[config.mk]
export PLATFORM = sky130hd
export DESIGN_NAME = ysyx_23060203_axi_rw_sched_flat
export DESIGN_NICKNAME = d
export VERILOG_FILES = /design/src/rtl/ysyx_23060203_axi_rw_sched_if.sv /design/src/rtl/ysyx_23060203_axi_rw_sched.sv /design/src/flat_wrapper.sv
export SDC_FILE = /design/constraint.sdc
export NUM_CORES = 1
export LEC_CHECK = 0
export ABC_AREA = 0
export CAP_MARGIN = 20
export CORE_AREA = 2 2 128 130
export CTS_BUF_LIST = sky130_fd_sc_hd__clkbuf_16
export CTS_CLUSTER_DIAMETER = 200
export CTS_CLUSTER_SIZE = 12
export DETAILED_ROUTE_END_ITERATION = 7
export DIE_AREA = 0 0 130 132
export DONT_BUFFER_PORTS = 1
export SYNTH_ARGS = -nofsm -noshare
export SYNTH_HDL_FRONTEND = slang
export SYNTH_SLANG_ARGS = --single-unit
[constraint.sdc]
create_clock -name clock -period 3.4 [get_ports clock]
set_clock_uncertainty 0.2 [all_clocks]
set_input_delay 0.68 -clock clock [delete_from_list [all_inputs] [get_ports clock]]
set_output_delay 0.68 -clock clock [all_outputs]
set_load 0.005 [all_outputs]
[src/rtl/ysyx_23060203_axi_rw_sched_if.sv]
// AXI4-Lite channel bundle: AR, R, AW, W, B with a fixed 32-bit data path.
// Latency: none, wires only.
// Backpressure: plain valid/ready per channel; master drives valids, slave drives readies.
interface ysyx_23060203_axi_rw_sched_if #(
  parameter int AW = 32
);
  logic          arvalid;
  logic          arready;
  logic [AW-1:0] araddr;
  logic          rvalid;
  logic          rready;
  logic [31:0]   rdata;
  logic [1:0]    rresp;
  logic          awvalid;
  logic          awready;
  logic [AW-1:0] awaddr;
  logic          wvalid;
  logic          wready;
  logic [31:0]   wdata;
  logic [3:0]    wstrb;
  logic          bvalid;
  logic          bready;
  logic [1:0]    bresp;

  modport master (
    output arvalid, araddr, rready, awvalid, awaddr, wvalid, wdata, wstrb, bready,
    input  arready, rvalid, rdata, rresp, awready, wready, bvalid, bresp
  );

  modport slave (
    input  arvalid, araddr, rready, awvalid, awaddr, wvalid, wdata, wstrb, bready,
    output arready, rvalid, rdata, rresp, awready, wready, bvalid, bresp
  );
endinterface

[src/rtl/ysyx_23060203_axi_rw_sched.sv]
// Single-master AXI4-Lite scheduler: one outstanding read or write, write priority with a read-starvation bound, sticky error capture.
// Latency: one grant cycle in IDLE, then channels pass through combinationally; 3 cycles IDLE->IDLE minimum per transaction.
// Backpressure: nothing is buffered; core readies mirror SoC readies only in the state that owns the channel.
module ysyx_23060203_axi_rw_sched #(
  parameter int STARVE_MAX = 3,
  parameter int AW         = 32
) (
  input  logic                                clock,
  input  logic                                reset,
  ysyx_23060203_axi_rw_sched_if.slave         core,
  ysyx_23060203_axi_rw_sched_if.master        m,
  output logic                                err_valid,
  output logic [AW-1:0]                       err_addr,
  output logic                                err_is_write
);
  localparam int SW = $clog2(STARVE_MAX + 1);
  localparam logic [SW-1:0] STARVE_TOP = SW'(STARVE_MAX);

  typedef enum logic [2:0] { IDLE, RD_A, RD_D, WR_AW, WR_B } state_t;

  state_t        state, state_nxt;
  logic [SW-1:0] starve_cnt;
  logic          aw_done, w_done;
  logic [AW-1:0] addr_q;

  logic rd_pend, wr_pend;
  logic ar_hs, r_hs, aw_hs, w_hs, b_hs;

  assign rd_pend = core.arvalid;
  assign wr_pend = core.awvalid & core.wvalid;

  // Handshakes are qualified by the owning state so they never fire on channels driven to 0.
  assign ar_hs = (state == RD_A)  & core.arvalid & m.arready;
  assign r_hs  = (state == RD_D)  & m.rvalid & core.rready;
  assign aw_hs = (state == WR_AW) & ~aw_done & core.awvalid & m.awready;
  assign w_hs  = (state == WR_AW) & ~w_done & core.wvalid & m.wready;
  assign b_hs  = (state == WR_B)  & m.bvalid & core.bready;

  // Next-state selection and per-state channel routing; unowned channels stay at 0.
  always_comb begin
    state_nxt    = state;
    core.arready = 1'b0;
    core.rvalid  = 1'b0;
    core.rdata   = '0;
    core.rresp   = '0;
    core.awready = 1'b0;
    core.wready  = 1'b0;
    core.bvalid  = 1'b0;
    core.bresp   = '0;
    m.arvalid    = 1'b0;
    m.araddr     = '0;
    m.rready     = 1'b0;
    m.awvalid    = 1'b0;
    m.awaddr     = '0;
    m.wvalid     = 1'b0;
    m.wdata      = '0;
    m.wstrb      = '0;
    m.bready     = 1'b0;
    case (state)
      IDLE: begin
        // Reads win only when no write is pending or writes have starved the read long enough.
        if (rd_pend && (!wr_pend || starve_cnt == STARVE_TOP)) state_nxt = RD_A;
        else if (wr_pend)                                     state_nxt = WR_AW;
      end
      RD_A: begin
        m.arvalid    = core.arvalid;
        m.araddr     = core.araddr;
        core.arready = m.arready;
        if (ar_hs) state_nxt = RD_D;
      end
      RD_D: begin
        core.rvalid = m.rvalid;
        core.rdata  = m.rdata;
        core.rresp  = m.rresp;
        m.rready    = core.rready;
        if (r_hs) state_nxt = IDLE;
      end
      WR_AW: begin
        // A completed channel goes quiet so the slave never sees a duplicate beat.
        m.awvalid    = core.awvalid & ~aw_done;
        m.awaddr     = aw_done ? '0 : core.awaddr;
        core.awready = m.awready & ~aw_done;
        m.wvalid     = core.wvalid & ~w_done;
        m.wdata      = w_done ? '0 : core.wdata;
        m.wstrb      = w_done ? '0 : core.wstrb;
        core.wready  = m.wready & ~w_done;
        if ((aw_done | aw_hs) && (w_done | w_hs)) state_nxt = WR_B;
      end
      WR_B: begin
        core.bvalid = m.bvalid;
        core.bresp  = m.bresp;
        m.bready    = core.bready;
        if (b_hs) state_nxt = IDLE;
      end
      default: state_nxt = IDLE;
    endcase
  end

  // State register.
  always_ff @(posedge clock) begin
    if (reset) state <= IDLE;
    else       state <= state_nxt;
  end

  // Count write grants taken while a read waits; a read grant resets the count.
  always_ff @(posedge clock) begin
    if (reset) begin
      starve_cnt <= '0;
    end else if (state == IDLE && state_nxt == RD_A) begin
      starve_cnt <= '0;
    end else if (state == IDLE && state_nxt == WR_AW && core.arvalid && starve_cnt != STARVE_TOP) begin
      starve_cnt <= starve_cnt + 1'b1;
    end
  end

  // Per-channel completion flags for the write address/data phase; cleared on leaving it.
  always_ff @(posedge clock) begin
    if (reset || state_nxt != WR_AW) begin
      aw_done <= 1'b0;
      w_done  <= 1'b0;
    end else begin
      if (aw_hs) aw_done <= 1'b1;
      if (w_hs)  w_done  <= 1'b1;
    end
  end

  // Remember the address of the transaction in flight for error reporting.
  always_ff @(posedge clock) begin
    if (reset)      addr_q <= '0;
    else if (ar_hs) addr_q <= core.araddr;
    else if (aw_hs) addr_q <= core.awaddr;
  end

  // Sticky capture of the first SLVERR/DECERR response; later errors are ignored.
  always_ff @(posedge clock) begin
    if (reset) begin
      err_valid    <= 1'b0;
      err_addr     <= '0;
      err_is_write <= 1'b0;
    end else if (!err_valid && ((r_hs && m.rresp[1]) || (b_hs && m.bresp[1]))) begin
      err_valid    <= 1'b1;
      err_addr     <= addr_q;
      err_is_write <= b_hs;
    end
  end
endmodule

[src/flat_wrapper.sv]
// flat-port wrapper written by rule: the top's interface ports become plain ports
module ysyx_23060203_axi_rw_sched_flat 
#(
  parameter int STARVE_MAX = 3,
  parameter int AW         = 32
)
  (clock, reset, err_valid, err_addr, err_is_write, core_arvalid, core_araddr, core_rready, core_awvalid, core_awaddr, core_wvalid, core_wdata, core_wstrb, core_bready, core_arready, core_rvalid, core_rdata, core_rresp, core_awready, core_wready, core_bvalid, core_bresp, m_arvalid, m_araddr, m_rready, m_awvalid, m_awaddr, m_wvalid, m_wdata, m_wstrb, m_bready, m_arready, m_rvalid, m_rdata, m_rresp, m_awready, m_wready, m_bvalid, m_bresp);
  ysyx_23060203_axi_rw_sched_if #(.AW(AW)) core_i ();
  ysyx_23060203_axi_rw_sched_if #(.AW(AW)) m_i ();
  input  logic clock;
  input  logic reset;
  output logic err_valid;
  output logic [AW-1:0] err_addr;
  output logic err_is_write;
  input wire logic [$bits(core_i.arvalid)-1:0] core_arvalid;
  input wire logic [$bits(core_i.araddr)-1:0] core_araddr;
  input wire logic [$bits(core_i.rready)-1:0] core_rready;
  input wire logic [$bits(core_i.awvalid)-1:0] core_awvalid;
  input wire logic [$bits(core_i.awaddr)-1:0] core_awaddr;
  input wire logic [$bits(core_i.wvalid)-1:0] core_wvalid;
  input wire logic [$bits(core_i.wdata)-1:0] core_wdata;
  input wire logic [$bits(core_i.wstrb)-1:0] core_wstrb;
  input wire logic [$bits(core_i.bready)-1:0] core_bready;
  output wire logic [$bits(core_i.arready)-1:0] core_arready;
  output wire logic [$bits(core_i.rvalid)-1:0] core_rvalid;
  output wire logic [$bits(core_i.rdata)-1:0] core_rdata;
  output wire logic [$bits(core_i.rresp)-1:0] core_rresp;
  output wire logic [$bits(core_i.awready)-1:0] core_awready;
  output wire logic [$bits(core_i.wready)-1:0] core_wready;
  output wire logic [$bits(core_i.bvalid)-1:0] core_bvalid;
  output wire logic [$bits(core_i.bresp)-1:0] core_bresp;
  output wire logic [$bits(m_i.arvalid)-1:0] m_arvalid;
  output wire logic [$bits(m_i.araddr)-1:0] m_araddr;
  output wire logic [$bits(m_i.rready)-1:0] m_rready;
  output wire logic [$bits(m_i.awvalid)-1:0] m_awvalid;
  output wire logic [$bits(m_i.awaddr)-1:0] m_awaddr;
  output wire logic [$bits(m_i.wvalid)-1:0] m_wvalid;
  output wire logic [$bits(m_i.wdata)-1:0] m_wdata;
  output wire logic [$bits(m_i.wstrb)-1:0] m_wstrb;
  output wire logic [$bits(m_i.bready)-1:0] m_bready;
  input wire logic [$bits(m_i.arready)-1:0] m_arready;
  input wire logic [$bits(m_i.rvalid)-1:0] m_rvalid;
  input wire logic [$bits(m_i.rdata)-1:0] m_rdata;
  input wire logic [$bits(m_i.rresp)-1:0] m_rresp;
  input wire logic [$bits(m_i.awready)-1:0] m_awready;
  input wire logic [$bits(m_i.wready)-1:0] m_wready;
  input wire logic [$bits(m_i.bvalid)-1:0] m_bvalid;
  input wire logic [$bits(m_i.bresp)-1:0] m_bresp;
  assign core_i.arvalid = core_arvalid;
  assign core_i.araddr = core_araddr;
  assign core_i.rready = core_rready;
  assign core_i.awvalid = core_awvalid;
  assign core_i.awaddr = core_awaddr;
  assign core_i.wvalid = core_wvalid;
  assign core_i.wdata = core_wdata;
  assign core_i.wstrb = core_wstrb;
  assign core_i.bready = core_bready;
  assign core_arready = core_i.arready;
  assign core_rvalid = core_i.rvalid;
  assign core_rdata = core_i.rdata;
  assign core_rresp = core_i.rresp;
  assign core_awready = core_i.awready;
  assign core_wready = core_i.wready;
  assign core_bvalid = core_i.bvalid;
  assign core_bresp = core_i.bresp;
  assign m_arvalid = m_i.arvalid;
  assign m_araddr = m_i.araddr;
  assign m_rready = m_i.rready;
  assign m_awvalid = m_i.awvalid;
  assign m_awaddr = m_i.awaddr;
  assign m_wvalid = m_i.wvalid;
  assign m_wdata = m_i.wdata;
  assign m_wstrb = m_i.wstrb;
  assign m_bready = m_i.bready;
  assign m_i.arready = m_arready;
  assign m_i.rvalid = m_rvalid;
  assign m_i.rdata = m_rdata;
  assign m_i.rresp = m_rresp;
  assign m_i.awready = m_awready;
  assign m_i.wready = m_wready;
  assign m_i.bvalid = m_bvalid;
  assign m_i.bresp = m_bresp;
  ysyx_23060203_axi_rw_sched #(.STARVE_MAX(STARVE_MAX), .AW(AW)) u_core (.clock(clock), .reset(reset), .core(core_i), .m(m_i), .err_valid(err_valid), .err_addr(err_addr), .err_is_write(err_is_write));
endmodule
==> results.md <==
* Area of the mapped netlist at 4350 µm²
* Die height at 132 µm
* RSZ-0062 raised after global routing: no
* Worst Path Max Fanout at 38
* Hold endpoint: u_core.err_addr[3]
* Pins Over Slew Limit at 0
* DR iter-0 viols at 155
* Clk sinks at 73
* Syn Nets at 661
* First-pass GRT wire length at approximately 24 mm
* Dpl hpwl at 13.3 mm
* Clock buffer count from CTS at 9
* Hold crit path type: primary input to register
* Fin crit share at 87.0%
* Hold-fix buffers, CTS at 0
* Synth Flop Type: dfxtp_1
* Die area at around 17000 µm²
* # H-tree levels at 3
* Synth Instances at roughly 510
* Setup Buffers After CTS at 0
* Nets at 632
* Die Span X at around 130 µm
* Commonest non-fill, non-tap cell in the layout: and2_1
* Area Growth Syn to Fin at 9.41%
* Initial antenna violation count at 15
* Rel. slew slack at 38.4%
* Synth async-reset ratio at 0%
* WS Path Type: register to primary output
* Most frequent cells in the layout: and2_1 (143), dfxtp_1 (73), a21oi_1 (37)
* Initial Util at approximately 28%
* Worst-path clk slew at 0.06 ns
* Hold Path Stages at 1
* Total track usage at a little under a fifth
* Clock Latency Late Sink at about 0.33 ns
* Post-Route WL at 16.8 mm
* Req. time, crit path at between 2 and 3 ns
* TritonCTS clock tree: done
* Largest net degree at the start of global routing at 74
* Worst-margin pin slew at slightly above 0.9 ns
* Pwr per Cell Area at 447 nW/µm²
* Util after Layout at between 30 and 40%
* Multi-input logic area at 2620 µm²
* Dominant cell type by area after synthesis: dfxtp_1
* Vias at approximately 3800
* Synth Area per Inst at between 8 and 9 µm²
* Wirelength per Cell at around 23 µm
* Sequential area share after synthesis at between 30% and 40%
* Post-layout min period at just under 3 ns
* Reg2Reg Setup Slack at 0.90 ns
* Grt ovf at 0
* Via/cell ratio at approximately 5.2
* First drt pass iteration count at 4
* DRC at 0
* CP endpoint kind: primary output
* Filler cells at between 1500 and 2000
* Share of cells above drive strength 1 at about an eighth
* CP arrival at around 2.1 ns
* Clock root buffer: clkbuf_16
* Core footprint at about 16000 µm²
* Setup_tns at 0 ns
* CTS Buffer Depth at 2
* Max Cap Viol at 0
* Share of Yosys cell area claimed by the top area cell type at approximately 34%
* Seq cells post-synth at 73
* # resized after CTS at 0
* Crit Reg-Reg Startpoint: u_core.state[0]
* Distinct cells, synth at 39
* YS warnings at 0
* R2r endpoint: u_core.addr_q[0]
* Fin. Hold Viols at 0
* Top post-synthesis cells by area: dfxtp_1 (34%), and2_1 (21%), a211oi_2 (8.6%), mux2i_1 (7.6%), a21oi_1 (4.3%)
* Worst IR drop on VDD at about 0.2 mV
* Status: finished clean
* Leakage at between 1.5 and 2 nW
* Port Buffers at 0
* Reg area at approximately 1500 µm²
* Vias in the first global route at around 3800
* Core Rows at 46
* Fmax at roughly 340 MHz
* Gpl congestion at roughly 0.98
* Number of flops mapped to enable cells by yosys at 0
* Hold Startpoint: reset
* Setup Viol. Count Final at 0
* Startpoint types: register
* R2R cell count at 5
* Top-Level Pins at around 330
* Antenna Nets Post-Route at 0
==> metal layers <==
layer  GRT usage (%)  wire length (µm)  vias up
met3            9.29              1730       29
met2            32.5              8610      208
met4            8.72               491        4
li1                -                 -     1718
met1            18.5              5890     1791
met5               0                27        -
==> layout make-up <==
| cell class | instances | area share, % |
|---|---|---|
| clock buffer | 9 | 4.73 |
| inverter | 3 | 0.237 |
| timing repair buffer | 8 | 1.68 |
| sequential | 73 | 30.7 |
| clock inverter | 7 | 1.31 |
| antenna | 11 | 0.578 |
| tap | 216 | 5.68 |
| multi-input combinational | 388 | 55.1 |
==> logic make-up (layout without fill, tap and decap cells) <==
kind of cell / count (synthesis) / count (layout) / share of synthesized area (%)
AND/OR/NAND/NOR: 238 / 238 / 32.2
AO/OA/AOI/OAI: 115 / 115 / 19.6
adder cells (fa/ha/maj): 1 / 1 / 0.288
other: 0 / 11 / 0
flip-flops: 73 / 73 / 33.6
buffers and inverters: 51 / 27 / 6.47
multiplexers: 34 / 34 / 7.85
==> cell usage after synthesis (2+ instances only) <==
| library cell | n |
|---|---|
| buf_2 | 14 |
| and3_1 | 3 |
| o21ai_0 | 19 |
| dfxtp_1 | 73 |
| o211ai_1 | 2 |
| buf_12 | 4 |
| clkbuf_1 | 28 |
| mux2i_1 | 33 |
| o21ai_1 | 15 |
| nand2_1 | 3 |
| a211oi_2 | 30 |
| nand3b_1 | 4 |
| nand3_1 | 33 |
| and3b_1 | 2 |
| and2_1 | 143 |
| a31oi_1 | 2 |
| a21oi_1 | 37 |
| inv_1 | 3 |
| nor3_1 | 4 |
| and4bb_2 | 2 |
| a211oi_1 | 4 |
| nor2_1 | 36 |
| a32o_1 | 2 |
==> registers in the layout (all words and copies together) (netlist names) <==
| register | cells |
|---|---|
| u_core.addr_q | 32 |
| u_core.err_addr | 32 |
| u_core.state | 3 |
| u_core.starve_cnt | 2 |
| u_core.aw_done | 1 |
| u_core.err_is_write | 1 |
| u_core.err_valid | 1 |
| u_core.w_done | 1 |
==> power by group <==
group / internal (W) / switching (W) / total, W
sequential: 0.000888 / 0.0000247 / 0.000912
clock: 0.000560 / 0.000358 / 0.000918
combinational: 0.000121 / 0.000177 / 0.000298
total: 0.00157 / 0.000560 / 0.00213
==> metrics by stage <==
step                      power [W]  hold slack (ns)  area [µm²]  setup WS (ns)  cells
after detailed placement    0.00123            0.259        4430          0.797    687
after CTS                   0.00216            0.201        4720          0.427    703
after global routing        0.00223            0.198        4760          0.253    715
after global placement      0.00122            0.248        4430          0.983    687
final                       0.00213            0.223        4760          0.441    715
after floorplan             0.00120            0.244        4350           1.16    512
==> worst max path at each step <==
| stage | end | cells past startpoint | slack (ns) | start |
|---|---|---|---|---|
| after detailed placement | core_wready | 3 | 0.80 | u_core.state[1] |
| final | core_wready | 3 | 0.44 | u_core.state[1] |
| after global routing | core_wready | 3 | 0.25 | u_core.state[0] |
| after CTS | core_wready | 3 | 0.43 | u_core.state[1] |
| after global placement | core_wready | 3 | 0.98 | u_core.state[2] |
| after floorplan | m_wdata[14] | 6 | 1.16 | u_core.state[2] |
==> worst max-delay path: stages, from the launching register on <==
cell and delay [ns]:
dfxtp_1 0.55, nand3b_1 0.18, nor2_2 0.73, and2_1 0.28
Power figures use the tool's default switching activity.
